--- src/rtl/mips_alu_pkg.sv ---
// Shared ALU opcode constants (common with the ALU control decoder) and the
// execution-unit FSM state encoding.
package mips_alu_pkg;

  localparam logic [3:0] ALU_LUI     = 4'b0000;
  localparam logic [3:0] ALU_OR      = 4'b0001;
  localparam logic [3:0] ALU_SLL     = 4'b0010;
  localparam logic [3:0] ALU_ADD     = 4'b0011;
  localparam logic [3:0] ALU_SRL     = 4'b0100;
  localparam logic [3:0] ALU_SUB     = 4'b0101;
  localparam logic [3:0] ALU_AND     = 4'b0110;
  localparam logic [3:0] ALU_NOR     = 4'b0111;
  localparam logic [3:0] ALU_INVALID = 4'b1001;

  typedef enum logic {
    ST_IDLE  = 1'b0,
    ST_SHIFT = 1'b1
  } alu_state_t;

  function automatic logic is_shift_op(input logic [3:0] op);
    return (op == ALU_SLL) || (op == ALU_SRL);
  endfunction

endpackage

--- src/rtl/alu_comb_core.sv ---
// Single-cycle ALU operations and unsupported-opcode flag. Shift opcodes pass
// operand B through unchanged; that is the correct result for a zero shift.
module alu_comb_core
  import mips_alu_pkg::*;
#(
  parameter int WIDTH = 32
) (
  input  logic [3:0]       alu_operation_i,
  input  logic [WIDTH-1:0] a_i,
  input  logic [WIDTH-1:0] b_i,
  output logic [WIDTH-1:0] result_o,
  output logic             error_o
);

  always_comb begin
    result_o = '0;
    error_o  = 1'b0;
    case (alu_operation_i)
      ALU_LUI: result_o = {b_i[15:0], {(WIDTH-16){1'b0}}};
      ALU_OR:  result_o = a_i | b_i;
      ALU_SLL: result_o = b_i;
      ALU_ADD: result_o = a_i + b_i;
      ALU_SRL: result_o = b_i;
      ALU_SUB: result_o = a_i - b_i;
      ALU_AND: result_o = a_i & b_i;
      ALU_NOR: result_o = ~(a_i | b_i);
      default: error_o  = 1'b1;
    endcase
  end

endmodule

--- src/rtl/alu_multicycle_exec.sv ---
// ALU execution unit: single-cycle logic/arith, iterative 1-bit/cycle shifter.
// Define ALU_BARREL_SHIFT_EN to replace the iterative shifter with a barrel shifter.
//
// state | meaning
// IDLE  | ready; accepts start_i, single-cycle ops complete from here
// SHIFT | iterative shift in progress, busy_o high, start_i ignored
module alu_multicycle_exec
  import mips_alu_pkg::*;
#(
  parameter int WIDTH   = 32,
  parameter int SHAMT_W = 5
) (
  input  logic               clk,
  input  logic               reset,
  input  logic               start_i,
  input  logic [3:0]         alu_operation_i,
  input  logic [WIDTH-1:0]   a_i,
  input  logic [WIDTH-1:0]   b_i,
  input  logic [SHAMT_W-1:0] shamt_i,
  output logic               busy_o,
  output logic               done_o,
  output logic [WIDTH-1:0]   result_o,
  output logic               zero_o,
  output logic               error_o
);

  logic [WIDTH-1:0] core_result;
  logic             core_error;

  alu_comb_core #(.WIDTH(WIDTH)) u_comb_core (
    .alu_operation_i (alu_operation_i),
    .a_i             (a_i),
    .b_i             (b_i),
    .result_o        (core_result),
    .error_o         (core_error)
  );

`ifdef ALU_BARREL_SHIFT_EN

  logic [WIDTH-1:0] imm_result;

  always_comb begin
    imm_result = core_result;
    if (alu_operation_i == ALU_SLL)
      imm_result = b_i << shamt_i;
    else if (alu_operation_i == ALU_SRL)
      imm_result = b_i >> shamt_i;
  end

  assign busy_o = 1'b0;

  always_ff @(posedge clk or negedge reset) begin
    if (!reset) begin
      done_o   <= 1'b0;
      result_o <= '0;
      zero_o   <= 1'b1;
      error_o  <= 1'b0;
    end else begin
      done_o <= start_i;
      if (start_i) begin
        result_o <= imm_result;
        zero_o   <= (imm_result == '0);
        error_o  <= core_error;
      end
    end
  end

`else

  alu_state_t         state_q, state_d;
  logic [SHAMT_W-1:0] cnt_q;
  logic [WIDTH-1:0]   shreg_q;
  logic [WIDTH-1:0]   shreg_next;
  logic               dir_srl_q;
  logic               accept_imm;
  logic               load_shift;
  logic               finish_shift;

  assign shreg_next = dir_srl_q ? (shreg_q >> 1) : (shreg_q << 1);
  assign busy_o     = (state_q == ST_SHIFT);

  always_comb begin
    state_d      = state_q;
    accept_imm   = 1'b0;
    load_shift   = 1'b0;
    finish_shift = 1'b0;
    case (state_q)
      ST_IDLE: begin
        if (start_i) begin
          if (is_shift_op(alu_operation_i) && (shamt_i != '0)) begin
            load_shift = 1'b1;
            state_d    = ST_SHIFT;
          end else begin
            accept_imm = 1'b1;
          end
        end
      end
      ST_SHIFT: begin
        if (cnt_q == SHAMT_W'(1)) begin
          finish_shift = 1'b1;
          state_d      = ST_IDLE;
        end
      end
      default: state_d = ST_IDLE;
    endcase
  end

  always_ff @(posedge clk or negedge reset) begin
    if (!reset) state_q <= ST_IDLE;
    else        state_q <= state_d;
  end

  // Operands are captured on accept, so inputs are free to change during SHIFT.
  always_ff @(posedge clk or negedge reset) begin
    if (!reset) begin
      cnt_q     <= '0;
      shreg_q   <= '0;
      dir_srl_q <= 1'b0;
      done_o    <= 1'b0;
      result_o  <= '0;
      zero_o    <= 1'b1;
      error_o   <= 1'b0;
    end else begin
      done_o <= accept_imm | finish_shift;
      if (load_shift) begin
        shreg_q   <= b_i;
        cnt_q     <= shamt_i;
        dir_srl_q <= (alu_operation_i == ALU_SRL);
      end else if (state_q == ST_SHIFT) begin
        shreg_q <= shreg_next;
        cnt_q   <= cnt_q - SHAMT_W'(1);
      end
      if (accept_imm) begin
        result_o <= core_result;
        zero_o   <= (core_result == '0);
        error_o  <= core_error;
      end else if (finish_shift) begin
        result_o <= shreg_next;
        zero_o   <= (shreg_next == '0);
        error_o  <= 1'b0;
      end
    end
  end

`endif

endmodule

--- config.mk ---
export PLATFORM = sky130hd
export DESIGN_NAME = alu_multicycle_exec
export DESIGN_NICKNAME = d
export VERILOG_FILES = /design/src/rtl/mips_alu_pkg.sv /design/src/rtl/alu_comb_core.sv /design/src/rtl/alu_multicycle_exec.sv
export SDC_FILE = /design/constraint.sdc
export NUM_CORES = 1
export LEC_CHECK = 0
export ABC_AREA = 0
export BUFFER_PORTS_ARGS = -buffer_cell sky130_fd_sc_hd__clkbuf_2
export CORE_ASPECT_RATIO = 1.1
export CORE_UTILIZATION = 30
export CTS_CLUSTER_SIZE = 14
export DETAILED_ROUTE_END_ITERATION = 8
export GPL_TIMING_DRIVEN = 0
export PLACE_DENSITY_LB_ADDON = 0.08
export SYNTH_ARGS = -nofsm -noshare
export SYNTH_HDL_FRONTEND = slang
export SYNTH_HIERARCHICAL = 1
export SYNTH_SLANG_ARGS = --single-unit
--- constraint.sdc ---
create_clock -name clk -period 2.51 [get_ports clk]
set_input_delay 0.251 -clock clk [delete_from_list [all_inputs] [get_ports clk]]
set_output_delay 0.251 -clock clk [all_outputs]
set_load 0.01 [all_outputs]
Word level (Yosys, flattened, before mapping) --
Cells that the tools add are included.
Storage, ports and cells: flip-flop bits (word level) 74, input port bits 76, output and inout bits 36
Cells by class: add/sub/neg operators 3, eq/ne operators 8, muxes and demuxes 23, bitwise logic cells 5, reductions and logical operators 10
Operators with widths (number):
- one-hot mux 32 bit (7 select lines) | 1
- 2-to-1 mux 32 bit | 5
- zero test 32 bit | 2
- adder 32 bit | 1
- bitwise AND 32 bit | 1
- NOT 32 bit | 1
- bitwise OR 32 bit | 1
- subtractor 32 bit | 1
- == test 4 x 3 -> 1 bit (second input constant) | 4
- 2-to-1 mux 1 bit | 14
- 2-to-1 mux 5 bit | 2
- == test 4 x 2 -> 1 bit (second input constant) | 2
- OR reduction 8 bit | 1
- == test 5 x 1 -> 1 bit (second input constant) | 1
- nonzero test 5 bit | 1
- subtractor 5 x 1 -> 5 bit (second input constant) | 1
- == test 4 x 1 -> 1 bit (second input constant) | 1
- zero test 4 bit | 1
- nonzero test 2 bit | 2
- one-hot mux 1 bit (2 select lines) | 1
- OR reduction 2 bit | 1
- logical AND 1 bit | 1
- logical OR 1 bit | 1
- NOT 1 bit | 1
- bitwise OR 1 bit | 1

Logic depth before layout (Yosys ltp) --
Gate-level depths: netlist of run 1.
depth in word-level cells 7, depth in mapped cells 23

Modules after synthesis --
Netlist of run 1, hierarchy kept.
Modules (own cells, without submodules):
- alu_comb_core | times used 1, cells each 606, area an instance 3898.7 µm², seq. area each 0.0 µm²
- alu_multicycle_exec | times used 1, cells each 374, area an instance 3763.6 µm², seq. area each 1853.0 µm²

Worst setup path after synthesis of run 1 --
Ideal clock, no wire load.
kind input to register, start input b_i[4], end register zero_o, library setup time 0.091 ns, data arrival time 4.335 ns, data required time 2.419 ns, path slack -1.916 ns, stages 22, path buffers 2, path through buf_4 -> or4_4 -> nor4_4 -> nand3b_1 -> or2_1 -> o21ai_0 -> xor2_1 -> ha_1 -> clkbuf_1 -> nand3_1 -> nor3_1 -> a2111o_1 -> nor2_1 -> o21bai_1 -> a31oi_1 -> mux2i_1 -> nand4_1 -> nor4_1 -> nand4_1 -> nor2_1 -> mux2i_1 -> o31ai_1
On the way: elaborated cells between the ends (all ways) 8
RTL lines:
- start, declared | RTL line alu_multicycle_exec.sv:18 | input logic [WIDTH-1:0] b_i,
- subtractor 32 bit or adder 32 bit (tied branches) | RTL line alu_comb_core.sv:24, alu_comb_core.sv:22
- one-hot mux 32 bit (7 select lines) * | RTL line alu_comb_core.sv:18 | case (alu_operation_i)
- via core_result[21] | RTL line alu_multicycle_exec.sv:27 | logic [WIDTH-1:0] core_result;
- zero test 32 bit * | RTL line alu_multicycle_exec.sv:135 | zero_o <= (core_result == '0);
- 2-to-1 mux 1 bit * | RTL line alu_multicycle_exec.sv:133 | if (accept_imm) begin
- end signal, assigned | RTL line alu_multicycle_exec.sv:135
- end signal, assigned | RTL line alu_multicycle_exec.sv:139 | zero_o <= (shreg_next == '0);
- end, declared | RTL line alu_multicycle_exec.sv:23 | output logic zero_o,
The timed path passes the listed nets; every way through them passes the cells marked *. A chain may end at the register's enable or synchronous reset.

Final worst setup path of run 1 --
Same ends and word-level chain as after synthesis.

==> results.toml, run 1 <==
[clocking]
clk-insertion-delay-late_ps = 340
clk_path_buf_depth = 2
cts_tree = "done"
cts_root_buf = "clkbuf_16"
cts.clk_slew.worst_paths_ps = 60
clock_sinks = 74
numCtsBuffers = 9
htreeDepth = 3

[sta]
finalCritPeriodShare_pct = 178
max_slew_margin_pct = 10.8
fin_crit_ps = 4460
fin_ws_ps = -1950
hold_violations = 0
worst_slew_pin_slew_ps = 1330
max_freq_ghz = 0.224
tns_ps = -35900
clock_skew_ps = 6.98
rsz0062_at_grt = "true"
finalSetupViolCount = 30
maxSlewViolCount = 0

[floorplanning]
dieArea_um2 = 26200
io_pins = 112
die_x_um = 154
placementRows = 60
core-area_um2 = 24800
die_h_um = 170
initial_core_util_pct = 30.9

[critical_path]
r2r-start = "busy_o"
rrSetupSlack_ps = 270
crit_path_end_kind = "flip-flop"
worstPathMaxFanout = 5
crit_path_end = "zero_o"
cp.arrival_ps = 4720
cp-start-kind = "input port"
crit-reg2reg-capture = "result_o[13]"
startpoint = "b_i[4]"
slowest_stage = "or4_4"
critPathRequiredTime_ps = 2770
path_cells = "buf_8 > or4_4 > nor4_4 > nand3b_1 > or2_4 > buf_4 > o21ai_2 > xor2_1 > ha_1 > clkbuf_8 > nand2_1 > nor2_1 > a2111o_1 > nor2_4 > o21bai_1 > a31oi_2 > mux2i_1 > nand4_1 > nor4_1 > nand4_1 > nor2_1 > mux2i_1 > o31ai_1"
worstSetupPathType = "input port to flip-flop"
ff2ff_path_depth = 6
critPathMaxStageDelay_ps = 550

[yosys]
synth-seq-area-share_pct = 24.2
ys_async_sr_fraction_pct = 100
synthFlopType = "dfrtp_1"
syn_area_um2 = 7660
synth_warnings = 6
synth_edf_count = 0
synth_cell_types = 68
syn_area_per_cell_um2 = 7.82
synthTopCellsByArea = "dfrtp_1 24%, a21oi_1 7.5%, ha_1 5.9%"
synthesis.nets = 1093
synth_top_area_cell = "dfrtp_1"
ys_ff_latch = 74
netlist.area_leader.share_pct = 23.8
synth_cells = 980

[cells_and_area]
n_antenna_cell = 0
area_growth_pct = 42.0
drive_gt1_share_pct = 33.7
nets = 1287
nFillCells = 2520
postLayoutCoreUtil_pct = 43.9
finalNonFillerCells = 1489

[power_and_ir_drop]
intPower_mw = 4.18
power.total_mw = 7.34
power_frac_comb_pct = 49.1
vdd_ir_drop_max_v = 0.000413
p_leak_nw = 4.69
p_sw_mw = 3.16
swShare_pct = 43.0
power_density_nw_per_um2 = 675
clkPwrFrac_pct = 19.4
seqPwrFrac_pct = 31.5

[placed_design]
gp_congestion = 0.902
hpwl_mm = 26.5
dp_slack_ps = -2940
placedCellCount = 1402
io_buffers = 111

[worst_hold_path]
hold_depth = 3
worstHoldPathType = "input port to flip-flop"

[status]
status = "complete, but fails checks"
violations = "setup timing"

[drt]
via_per_inst = 5.84
via_count = 8691
drc = 0
wl_per_cell_um = 23.0
final_antenna_net_count = 0
first_pass_iters = 7
drt-initial-drc-count = 681
wirelength_mm = 34.2

[job]
maxCapViolCount = 0

[global_route]
grt_start_max_net_pins = 60
antenna_found_initial = 0
grt_pass1_vias = 8389
grt_pass1_wl_mm = 50.9
grt.overflow.total = 0
track_usage_pct = 25.8
cell usage after synthesis, types with 5 or more instances:
cell type / number
a211oi_1: 7
a21o_1: 31
a21oi_1: 115
a221o_1: 36
a221oi_1: 16
a22oi_1: 33
a31oi_1: 7
and2_1: 8
buf_2: 13
clkbuf_1: 65
dfrtp_1: 73
ha_1: 36
inv_1: 23
mux2i_1: 45
nand2_1: 85
nand2b_1: 9
nand3_1: 9
nand4_1: 11
nor2_1: 67
nor2b_1: 8
nor3_1: 44
nor4_1: 19
o21a_1: 6
o21ai_0: 43
o21ai_1: 5
o21bai_1: 8
o221ai_1: 9
o22ai_1: 12
o31ai_1: 7
o41ai_1: 5
xnor2_1: 37
xor2_1: 25
critical path, delay by kind of cell:
kind / cells / cell delay [ps]
AOI/OAI and AO/OA: 5 / 1000
xor gates and xnor gates: 1 / 230
adders and majority gates: 1 / 290
buffers and inverters: 3 / 410
muxes: 2 / 360
and+or+nand+nor: 11 / 2190
layer usage:
metal	part of all wire [%]	up-vias	track usage [%]
met1	44	4234	33.8
met2	48	292	44.3
li1	-	4104	-
met5	0	-	0
met4	3.5	0	8.91
met3	4.7	61	2.30
what timing repair did:
item / in CTS / in global routing
hold buffers: 1 / 0
buffers inserted: 50 / 42
endpoints found under the setup margin: 31 / 31
pin swaps: 58 / 74
endpoints found under the hold margin: 15 / 0
gates resized for setup: 109 / 119
cloned: 1 / 0
state kept, by name, summed over array words and instances, names as in the netlist:
register   cells
error_o        1
busy_o         1
shreg_q       32
zero_o         1
dir_srl_q      1
done_o         1
cnt_q          5
result_o      32
cells by family (layout without fill, tap and decap cells):
kind of cell / count (synthesis) / in the layout / share of synthesized area, %
AOI/OAI and AO/OA: 363 / 363 / 32.1
xor gates and xnor gates: 62 / 62 / 7.09
adders and majority gates: 37 / 37 / 6.14
buffers and inverters: 107 / 306 / 5.50
DFF: 74 / 74 / 24.2
muxes: 45 / 45 / 5.88
and+or+nand+nor: 292 / 292 / 19.1
placed cells by master (no fill, tap or decap), drive strengths merged, types with 9 or more instances in the layout:
cell type	netlist	final
a21o	31	31
a21oi	115	115
a221o	36	36
a221oi	16	16
a22oi	33	33
buf	18	116
clkbuf	65	158
dfrtp	73	73
ha	36	36
inv	24	27
mux2i	45	45
nand2	85	85
nand2b	9	9
nand3	9	9
nand4	11	11
nor2	67	67
nor3	44	44
nor4	22	22
o21ai	48	48
o221ai	9	9
o22ai	12	12
xnor2	37	37
xor2	25	25
worst min path at each step:
stage,start,end,slack (ps)
3_5_place_dp,reset,shreg_q[7],170
3_3_place_gp,result_o[2],result_o[2],510
5_1_grt,alu_operation_i[2],dir_srl_q,200
6_report,alu_operation_i[2],dir_srl_q,200
2_1_floorplan,reset,busy_o,-40
4_1_cts,alu_operation_i[1],dir_srl_q,210
through the flow:
step           hold WS, ps  instance area, µm²
4_1_cts                210               10200
2_1_floorplan        -44.6                7990
3_5_place_dp           168                8960
3_3_place_gp           508                8930
5_1_grt                203               10900
6_report               197               10900
cell type report:
cell class,count,area (µm²),area share (%)
clock inverter,7,98.8,0.908
sequential,74,1850,17.0
multi-input combinational,799,6430,59.1
timing repair buffer,201,1440,13.2
clock buffer,9,225,2.07
buffer,65,350,3.22
inverter,24,95.1,0.874
tap,310,388,3.56
power by group through the flow:
stage	Sequential, mW	Combinational (mW)	Clock (mW)
3_5_place_dp	2.32	3.02	0
2_1_floorplan	2.18	1.96	0
4_1_cts	2.30	3.34	1.45
6_report	2.31	3.60	1.43
3_3_place_gp	2.33	3.03	0
5_1_grt	2.36	3.93	1.50
No activity file was read; power rests on OpenSTA's default activity.
==> inputs of run 2 (changes only) <==
==> constraint.sdc (replaced) <==
create_clock -name clk -period 3.9 [get_ports clk]
set_input_delay 0.39 -clock clk [delete_from_list [all_inputs] [get_ports clk]]
set_output_delay 0.39 -clock clk [all_outputs]
set_load 0.01 [all_outputs]
==> run 2 against run 1 <==
The flow still finishes with violations (setup timing). First-iteration DRC count down 9.1%. Clock power down 31%. Worst setup slack better by 1300 ps. Sequential share of layout area up 1.4 points. Combinational power down 41%. Sequential power down 35%. Utilization down 3.4 points. Count of clock-buffer cells in the layout unchanged. Die area unchanged. Cell area down 7.7%. Global-route usage down 0.90 points. Non-clock buffer count down 46.
==> results.toml, run 2 (synthesis gave the netlist of run 1 again) <==
[cells_and_area]
final_common_cell = "clkbuf_2"
drive_gt1_share_pct = 26.9
final_cell_mix = "108 x clkbuf_2, 98 x a21oi_1, 80 x nand2_1"
nets = 1241
n_antenna_cell = 0
finalNonFillerCells = 1443
reg.largest.list = "result_o x32, shreg_q x32, cnt_q x5"
postLayoutCoreUtil_pct = 40.6
design_area_um2 = 10000
area_growth_pct = 31.1

[global_route]
grt_pass1_wl_mm = 49.2
grt_pass1_vias = 8222
antenna_found_initial = 0
track_usage_pct = 24.9
grt.overflow.total = 0
grt_start_max_net_pins = 54

[critical_path]
worstPathMaxFanout = 6
crit_path_end_kind = "flip-flop"
critPathRequiredTime_ps = 4160
cp-start-kind = "input port"
ff2ff_path_depth = 6
cp.arrival_ps = 4790
worstSetupPathType = "input port to flip-flop"

[power_and_ir_drop]
power_density_nw_per_um2 = 458
p_sw_mw = 1.97
swShare_pct = 42.8
vdd_ir_drop_max_v = 0.000263
seqPwrFrac_pct = 32.4
intPower_mw = 2.63
p_leak_nw = 4.31
power_frac_comb_pct = 46.1
clkPwrFrac_pct = 21.4

[sta]
maxSlewViolCount = 0
clock_skew_ps = 9.23
tns_ps = -3550
finalCritPeriodShare_pct = 116
max_slew_margin_pct = 10.8
fin_crit_ps = 4530
worst_slew_pin_slew_ps = 1330
fin_ws_ps = -630
hold_violations = 0
max_freq_ghz = 0.221
rsz0062_at_grt = "true"
finalSetupViolCount = 14

[status]
violations = "setup timing"
status = "complete, but fails checks"

[placed_design]
io_buffers = 111
place_area_um2 = 8780
gp_congestion = 0.927
placedCellCount = 1402
hpwl_mm = 26.6

[drt]
wl_per_cell_um = 23.2
via_count = 8489
drt-initial-drc-count = 619
final_antenna_net_count = 0
drc = 0
wirelength_mm = 33.5
first_pass_iters = 5
via_per_inst = 5.88

[floorplanning]
io_pins = 112
initial_core_util_pct = 30.9
placementRows = 60
die_x_um = 154
die_h_um = 170
dieArea_um2 = 26200
core-area_um2 = 24800

[worst_hold_path]
worstHoldPathType = "input port to flip-flop"
hold_depth = 3

[clocking]
numCtsBuffers = 9
clock_sinks = 74
cts_root_buf = "clkbuf_16"
cts.clk_slew.worst_paths_ps = 60
clk_path_buf_depth = 2
clk-insertion-delay-late_ps = 340
cts_tree = "done"
htreeDepth = 3

[job]
maxCapViolCount = 0
[run 2: cell type report]
cell class                 count  area, µm²
timing repair buffer         153        943
fill                        2573      14700
clock inverter                 7        124
multi-input combinational    799       6110
inverter                      24       90.1
sequential                    74       1850
clock buffer                   9        225
tap                          310        388
buffer                        67        317
[run 2: stage by stage]
stage / hold WS, ps / total power [mW] / setup WS [ps]
after floorplan: 94.4 / 2.63 / -515
final: 360 / 4.60 / -630
after global routing: 383 / 4.87 / -888
after detailed placement: 351 / 3.40 / -1840
after global placement: 502 / 3.41 / -1960
after CTS: 351 / 4.50 / -1020
[run 2: power groups by stage]
stage	combinational [mW]	sequential (mW)	clock [mW]
floorplan	1.23	1.40	0
global placement	1.91	1.50	0
detailed placement	1.90	1.50	0
CTS	2.01	1.49	1.00
global route	2.31	1.52	1.03
finish	2.12	1.49	0.986
[run 2: metal layers]
metal,vias to the layer above,GRT usage [%],wire length [µm]
met1,4219,32.2,15000
met2,214,41.9,16200
met5,-,0,0
li1,4003,-,-
met4,0,11.4,1200
met3,53,2.27,1080
[run 2: final timing paths]
kind | startpoint | end | slack, ps
setup / recovery | b_i[5] | zero_o | -630
hold / removal | shamt_i[4] | cnt_q[4] | 360
setup reg to reg | busy_o | result_o[27] | 1370
hold reg to reg | result_o[7] | result_o[7] | 520
max in group asynchronous | reset | zero_o | 2760
min in group asynchronous | reset | busy_o | 510
[run 2: worst max-delay path, stage by stage]
cell and delay (ps):
buf_8 110, or4_4 550, nor4_4 190, nand3b_1 130, or2_4 280, buf_6 120
o41ai_4 240, xor2_2 220, ha_4 250, and3_4 200, a311oi_2 240, a21bo_4 300
a31oi_4 210, a21oi_2 100, xnor2_2 240, o221ai_2 150, nor4_2 340, nand4_1 160
nor2_1 150, mux2i_1 100, o31ai_1 90
[run 2: what timing repair did]
item,4_1_cts,5_1_grt
setup buffers,25,15
pin swaps,45,51
hold buffers,1,0
hold endpoints to repair,21,0
gates cloned,0,0
endpoints found under the setup margin,26,22
gates resized for setup,67,87
